--- config.mk ---
export PLATFORM = sky130hd
export DESIGN_NAME = multx_rq
export DESIGN_NICKNAME = d
export VERILOG_FILES = /design/src/rtl/sntrup_pkg.sv /design/src/rtl/rq_add_freeze.sv /design/src/rtl/multx_rq.sv
export SDC_FILE = /design/constraint.sdc
export NUM_CORES = 1
export LEC_CHECK = 0
export BUFFER_PORTS_ARGS = -buffer_cell sky130_fd_sc_hd__buf_2
export CORE_UTILIZATION = 40
export CTS_CLUSTER_DIAMETER = 200
export DETAILED_ROUTE_END_ITERATION = 10
export PLACE_DENSITY = 0.56
export SETUP_SLACK_MARGIN = 0.1
export SYNTH_ARGS = -nofsm -noshare
export SYNTH_HDL_FRONTEND = slang
export SYNTH_HIERARCHICAL = 1
export SYNTH_SLANG_ARGS = --single-unit
--- constraint.sdc ---
create_clock -name clk -period 4.9 [get_ports clk]
set_clock_uncertainty 0.05 [all_clocks]
set_input_delay 0.98 -clock clk [delete_from_list [all_inputs] [get_ports clk]]
set_output_delay 0.98 -clock clk [all_outputs]
set_load 0.005 [all_outputs]
--- src/rtl/sntrup_pkg.sv ---
// sntrup757 shared constants and coefficient/address types.
// Used by multx_rq and the other Rq arithmetic units.
package sntrup_pkg;

  localparam int P     = 757;
  localparam int Q     = 5167;
  localparam int HALFQ = (Q - 1) / 2;
  localparam int AW    = 11;
  localparam int DW    = 13;

  typedef logic signed [DW-1:0] coef_t;
  typedef logic [AW-1:0]        addr_t;

  typedef enum logic [2:0] {
    IDLE,
    RD_TOP,
    SHIFT,
    WR_ONE,
    WR_ZERO
  } state_t;

endpackage

--- src/rtl/rq_add_freeze.sv ---
// Centred modular adder: y = a + b reduced into [-(Q-1)/2, (Q-1)/2].
// Inputs must already be centred, so a single correction suffices.
module rq_add_freeze
  import sntrup_pkg::*;
#(
  parameter int QM = sntrup_pkg::Q
) (
  input  coef_t a,
  input  coef_t b,
  output coef_t y
);

  localparam int HQ = (QM - 1) / 2;
  localparam logic signed [DW:0] HQ_S = (DW+1)'(HQ);
  localparam logic signed [DW:0] Q_S  = (DW+1)'(QM);

  logic signed [DW:0] s;
  logic signed [DW:0] t;

  always_comb begin
    s = $signed({a[DW-1], a}) + $signed({b[DW-1], b});
    t = s;
    if (s > HQ_S) begin
      t = s - Q_S;
    end else if (s < -HQ_S) begin
      t = s + Q_S;
    end
    y = t[DW-1:0];
  end

endmodule

--- src/rtl/multx_rq.sv ---
// In-place multiply by x in Z_q[x]/(x^P - x - 1) over the coefficient RAM.
// Optional sticky range checker on read words: MULTX_RANGECHK_EN.
module multx_rq
  import sntrup_pkg::*;
#(
  parameter int P  = sntrup_pkg::P,
  parameter int Q  = sntrup_pkg::Q,
  parameter int AW = sntrup_pkg::AW,
  parameter int DW = sntrup_pkg::DW
) (
  input  logic          clk,
  input  logic          rst,
  input  logic          start,
  output logic          busy,
  output logic          done,
  input  logic [DW-1:0] mem_output,
  output logic [AW-1:0] mem_address_o,
  output logic [AW-1:0] mem_address_i,
  output logic [DW-1:0] mem_input,
`ifdef MULTX_RANGECHK_EN
  output logic          err,
`endif
  output logic          mem_we
);

  localparam logic [AW-1:0] LAST = AW'(P - 1);

  state_t        state_q, state_d;
  logic [AW-1:0] ra_q, ra_d;
  logic          rv_q, rv_d;
  logic          dv_q, dv_d;
  logic [AW-1:0] dk_q, dk_d;
  logic [AW-1:0] wa_q, wa_d;
  logic [DW-1:0] wd_q, wd_d;
  logic          we_q, we_d;
  logic          busy_q, busy_d;
  logic          done_q, done_d;
  logic [DW-1:0] top_q, top_d;
  coef_t         sum;

  rq_add_freeze #(.QM(Q)) u_add (
    .a(mem_output),
    .b(top_q),
    .y(sum)
  );

  // rv: address issued this cycle; dv/dk: tag of the word on mem_output
  always_comb begin
    state_d = state_q;
    ra_d    = ra_q;
    rv_d    = 1'b0;
    dv_d    = rv_q;
    dk_d    = ra_q;
    wa_d    = wa_q;
    wd_d    = wd_q;
    we_d    = 1'b0;
    busy_d  = busy_q;
    done_d  = 1'b0;
    top_d   = top_q;
    unique case (state_q)
      IDLE: begin
        if (start) begin
          state_d = RD_TOP;
          ra_d    = LAST;
          rv_d    = 1'b1;
          busy_d  = 1'b1;
        end
      end
      RD_TOP: begin
        state_d = SHIFT;
        ra_d    = ra_q - 1'b1;
        rv_d    = 1'b1;
      end
      SHIFT: begin
        if (rv_q && ra_q != '0) begin
          ra_d = ra_q - 1'b1;
          rv_d = 1'b1;
        end
        if (dv_q) begin
          if (dk_q == LAST) begin
            top_d = mem_output;
          end else if (dk_q != '0) begin
            wa_d = dk_q + 1'b1;
            wd_d = mem_output;
            we_d = 1'b1;
          end else begin
            wa_d    = AW'(1);
            wd_d    = sum;
            we_d    = 1'b1;
            state_d = WR_ONE;
          end
        end
      end
      WR_ONE: begin
        wa_d    = '0;
        wd_d    = top_q;
        we_d    = 1'b1;
        state_d = WR_ZERO;
      end
      WR_ZERO: begin
        state_d = IDLE;
        busy_d  = 1'b0;
        done_d  = 1'b1;
      end
      default: state_d = IDLE;
    endcase
  end

  always_ff @(posedge clk or posedge rst) begin
    if (rst) begin
      state_q <= IDLE;
      ra_q    <= '0;
      rv_q    <= 1'b0;
      dv_q    <= 1'b0;
      dk_q    <= '0;
      wa_q    <= '0;
      wd_q    <= '0;
      we_q    <= 1'b0;
      busy_q  <= 1'b0;
      done_q  <= 1'b0;
      top_q   <= '0;
    end else begin
      state_q <= state_d;
      ra_q    <= ra_d;
      rv_q    <= rv_d;
      dv_q    <= dv_d;
      dk_q    <= dk_d;
      wa_q    <= wa_d;
      wd_q    <= wd_d;
      we_q    <= we_d;
      busy_q  <= busy_d;
      done_q  <= done_d;
      top_q   <= top_d;
    end
  end

`ifdef MULTX_RANGECHK_EN
  localparam logic signed [DW-1:0] HQ_S = DW'((Q - 1) / 2);

  logic err_q, err_d;

  always_comb begin
    err_d = err_q;
    if (state_q == IDLE && start) begin
      err_d = 1'b0;
    end
    if (dv_q && ($signed(mem_output) > HQ_S ||
                 $signed(mem_output) < -HQ_S)) begin
      err_d = 1'b1;
    end
  end

  always_ff @(posedge clk or posedge rst) begin
    if (rst) begin
      err_q <= 1'b0;
    end else begin
      err_q <= err_d;
    end
  end

  assign err = err_q;
`endif

  assign busy          = busy_q;
  assign done          = done_q;
  assign mem_address_o = ra_q;
  assign mem_address_i = wa_q;
  assign mem_input     = wd_q;
  assign mem_we        = we_q;

endmodule
== After elaboration in Yosys (flattened, before gate mapping) ==
Cells that the tools add are included.
Word-level totals
  flip-flop bits (word level): 67
  bits in latches: 0
  bits in writable memories: 0
  ROM bits: 0
  input bits: 16
  output and inout bits: 38
  logic and storage cells: 67
  memories: 0
Cells by class
  add/subtract/negate cells: 5
  multipliers: 0
  divide/modulo/power cells: 0
  order comparisons: 2
  equality and inequality tests: 10
  shift-type cells: 0
  multiplexer cells: 27
  bitwise logic cells: 0
  reduce and logical (&&, ||, !) cells: 12
Operators by type and width (count)
  $mux W13: 5
  $mux W11: 5
  $pmux W11 S3: 1
  $pmux W13 S2: 1
  $pmux W11 S2: 1
  $reduce_bool A11 Y1: 2
  $add A13 B13 Y14: 1
  $gt A14 B13 Y1 const B: 1
  $lt A14 B13 Y1 const B: 1
  $add A13 B13 Y13 const B: 1
  $sub A13 B13 Y13 const B: 1
  $mux W3: 4
  $pmux W3 S4: 1
  $add A11 B1 Y11 const B: 1
  $eq A11 B10 Y1 const B: 1
  $sub A11 B1 Y11 const B: 1
  $ne A2 B2 Y1 const B: 5
  $reduce_and A3 Y1: 3
  $eq A3 B2 Y1 const B: 2
  $mux W1: 6
  $pmux W1 S2: 2
  $reduce_and A4 Y1: 1
  $reduce_bool A2 Y1: 2
  $eq A3 B1 Y1 const B: 1
  other kinds (6): 6

== Logic depth before layout (Yosys ltp) ==
  depth after elaboration: 8
  depth in mapped cells: 14
  mapped depth without buffers: 14

== Hierarchy ==
Netlist, hierarchy kept.
By module, submodules not included
  multx_rq: instances 1, cells each 286, area an instance 3170.5 um^2, seq. area each 1676.6 um^2
  rq_add_freeze: instances 1, cells each 170, area an instance 1312.5 um^2, seq. area each 0.0 um^2

== Worst setup path before layout ==
OpenSTA, ideal clock, no wires.
  path kind: input to register
  start: in mem_output[0]
  end: reg wd_q[8], in the netlist mem_input[8]
  library setup time: 0.094 ns
  arrival time: 4.006 ns
  required time: 4.756 ns
  setup slack: 0.750 ns
  stages on the path: 14
  buffers on the path: 1
  path through: ha_1 fa_1 a211o_1 a21o_1 a2111oi_4 o32ai_1 a2111o_1 a31oi_2 nor2b_1 buf_6 a31o_1 xnor2_1 mux2i_1 a211oi_1
Between the ends
  word-level cells in the longest chain between the ends: 8
  elaborated cells between the ends (all ways): 11
  classes of those cells: add/sub: 3; order compare: 2; mux: 6
Ends and longest elaborated chain
  start, declared: line multx_rq.sv:16  | input logic [DW-1:0] mem_output,
  $add A13 B13 Y14 *: line rq_add_freeze.sv:21  | s = $signed({a[DW-1], a}) + $signed({b[DW-1], b});
  $add A13 B13 Y13 / $lt A14 B13 Y1 (equally long branches): line rq_add_freeze.sv:26, rq_add_freeze.sv:25
  $mux W13: line rq_add_freeze.sv:25  | end else if (s < -HQ_S) begin
  $mux W13 *: line rq_add_freeze.sv:23  | if (s > HQ_S) begin
  via sum[8]: line multx_rq.sv:39  | coef_t sum;
  $mux W13 *: line multx_rq.sv:82  | end else if (dk_q != '0) begin
  $mux W13 *: line multx_rq.sv:80  | if (dk_q == LAST) begin
  $mux W13 *: line multx_rq.sv:79  | if (dv_q) begin
  $pmux W13 S2 *: line multx_rq.sv:60  | unique case (state_q)
  end signal, assigned: line multx_rq.sv:129  | wd_q <= wd_d;
  end, declared: line multx_rq.sv:34  | logic [DW-1:0] wd_q, wd_d;
Mark *: on every way through the listed nets, which the timed path passes. The rest lies on a longest branch. The select of a mux whose other input is x is not followed.
A chain may end at the register's enable or synchronous reset.

== Worst setup path in the final report ==
  start: in mem_output[0]
  end: reg wd_q[9], in the netlist mem_input[9]
The elaborated chain is that of the path after synthesis.

==> results.cfg <==
[outcome]
status = completed

[timing]
fin_tns_setup_ns = 0
slew_violations = 0
fmax_mhz = 230
tightestPinTransition_ns = 1.10
post-route-period-util_pct = 88.9
setup_viol = 0
setup_slack_ns = 0.545
relSlewSlack_pct = 26.5
rsz0062_at_grt = false
hold_viol_final = 0
fin_crit_ns = 4.36

[critical_path]
path_class = input pin to register
endpoint_kind = register
critPathSlowestCell = fa_1
startpoint_type = input pin
crit_required_ns = 5.10
cp_slowest_stage_delay_ns = 0.44
cp_max_fo = 6
cp_cell_sequence = buf_2 > ha_1 > fa_1 > a211o_1 > a2111oi_1 > o31ai_1 > nor4_2 > o2111a_1 > o31a_1 > nor2_1 > a22oi_1 > xnor2_1 > mux2i_1 > a211oi_1
cp.arrival_ns = 4.55

[detailed_routing]
top_layer_used = met4
routed-wl-met2_um = 4860
drt_wl_total_um = 11400
drc_errors = 0
wl_met1_um = 5810
viasPerCell = 5.82
ant_nets = 0
wire_per_inst_um = 17.7
drt_iter0_drc = 234
first_pass_iters = 7
vias = 3765
wl_met3_um = 515

[power_and_ir_drop]
power_density_nw_per_um2 = 230
ir_worst_vdd_v = 0.000122
p_total_mw = 1.16
p_leak_nw = 2.32

[grt]
first_global_vias = 3515
antenna_found_initial = 0
gr-total-overflow = 0
grt_max_degree = 42
grt_pass1_wl_um = 18200
grtUsageTotal_pct = 20.5

[logic_synthesis]
synth_area_per_cell_um2 = 9.83
synth_seq_cells = 67
ys_types = 77
synth_area_um2 = 4480
async_flop_share_pct = 100
syn_nets = 492
synthCells = 456
synth-seq-area-share_pct = 37.4
synth_edf_count = 0
ys.flop_type = dfrtp_1
ys_warn_count = 6

[clocking]
clockBufferDepth = 2
clock_sink_count = 67
clk_pin_slew_ns = 0.08
cts_buffers = 9
cts.htree.levels = 3
cts-root-buf = clkbuf_8
post-cts-setup-buffers = 0
ctsHoldBuffers = 0
tritoncts = yes
cts_resized = 0
clk-insertion-delay-late_ns = 0.35

[run]
maxCapViolCount = 0

[floorplanning]
die_y_um = 108
die_x_um = 108
design.core.area_um2 = 10900
io_pins = 54
rows = 38
initial_core_util_pct = 41.2
die_area_um2 = 11600

[layout]
syn_to_final_growth_pct = 12.2
diodes = 0
final_cell_mix = dfrtp_1 (67), buf_2 (53), nor2_1 (39)
n_fill_cell = 1058
drive_above_1_share_pct = 20.5
nNetsFinal = 538
layout_commonest_cell = dfrtp_1

[place]
gp_congestion = 0.872
hpwl_um = 8110
portBuffers = 53
dp_slack_ns = 0.258

[hold_path]
hold_class = register to register
==> synthesized netlist by cell type (4+ instances only) <==
master | instances | area [µm²]
o31ai_1 | 5 | 37.5
nand3_1 | 12 | 60.1
dfrtp_1 | 67 | 1680
nor3_1 | 25 | 125
ha_1 | 19 | 238
xnor2_1 | 23 | 201
a2bb2oi_1 | 4 | 35.0
mux2i_1 | 13 | 130
xor2_1 | 8 | 70.1
o21a_1 | 4 | 30.0
a211oi_1 | 19 | 143
buf_2 | 9 | 45.0
nand3b_1 | 7 | 52.6
and3_1 | 5 | 31.3
nand2_1 | 17 | 63.8
nor2_1 | 39 | 146
o41ai_1 | 4 | 35.0
inv_1 | 24 | 90.1
nor4_1 | 5 | 31.3
clkbuf_1 | 7 | 26.3
a21oi_1 | 10 | 50.1
o22a_1 | 4 | 35.0
o32ai_1 | 13 | 114
nor2b_1 | 5 | 31.3
o21ai_0 | 11 | 55.1
a21o_1 | 9 | 67.6
mux2_2 | 14 | 158
==> registers in the layout, indices dropped and copies added, names as in the netlist <==
name,count
mem_address_i,11
top_q,13
dv_d,1
dk_q,11
mem_input,13
done,1
dv_q,1
mem_address_o,11
busy,1
state_q,3
mem_we,1
==> critical path, delay by kind of cell <==
kind	cells	cell delay [ns]
AOI/OAI and AO/OA	7	2.11
xor gates and xnor gates	1	0.17
adders and majority gates	2	0.66
buffers and inverters	1	0.11
muxes	1	0.11
and+or+nand+nor	2	0.40
==> through the flow <==
step           hold WS [ns]  instances  instance area [µm²]  utilization, %
3_5_place_dp          0.317        631                 4830            44.4
2_1_floorplan         0.304        456                 4480               -
6_report              0.334        647                 5030            46.2
4_1_cts               0.336        647                 5030            46.2
5_1_grt               0.338        647                 5030            46.2
3_3_place_gp          0.312        631                 4830            44.4
==> cell families after synthesis <==
family          Yosys count  share of synthesized area [%]
simple gates            147                           18.3
mux                      27                           6.42
buf+inv                  46                           4.77
flops                    67                           37.4
compound gates          117                           21.0
fa+ha+maj                20                           5.75
xor+xnor                 32                           6.42
==> cell type report <==
class / instances / area (µm²) / share of cell area (%)
repair buffers: 57 / 295 / 5.87
well taps: 140 / 175 / 3.48
multi-input cells: 343 / 2590 / 51.5
clock buffers: 11 / 141 / 2.81
flip-flops and latches: 67 / 1680 / 33.3
inverters: 24 / 90.1 / 1.79
clock inverters: 5 / 60.1 / 1.19
==> where the power goes <==
group | leakage (nW) | total [mW] | internal (mW) | switching [mW]
combinational | 1.45 | 0.125 | 0.0502 | 0.0751
sequential | 0.767 | 0.561 | 0.558 | 0.00322
clock | 0.0999 | 0.472 | 0.251 | 0.221
total | 2.32 | 1.16 | 0.859 | 0.299
==> per-layer routing <==
metal / up-vias / GRT usage, %
li1: 1807 / -
met1: 1830 / 30.2
met2: 111 / 29.5
met3: 17 / 3.27
met4: 0 / 8.61
met5: - / 0
==> path summary, 6_finish.rpt <==
path                          startpoint                end  slack, ns  depth (start not counted)
setup reg to reg                top_q[0]       mem_input[9]       0.89                         13
hold reg to reg                     dv_d               dv_q       0.33                          0
setup / recovery           mem_output[0]       mem_input[9]       0.54                         14
hold / removal                      dv_d               dv_q       0.33                          0
max in group asynchronous            rst   mem_address_o[6]       3.15                          3
min in group asynchronous            rst  mem_address_i[10]       0.75                          2
Power figures use the tool's default switching activity.
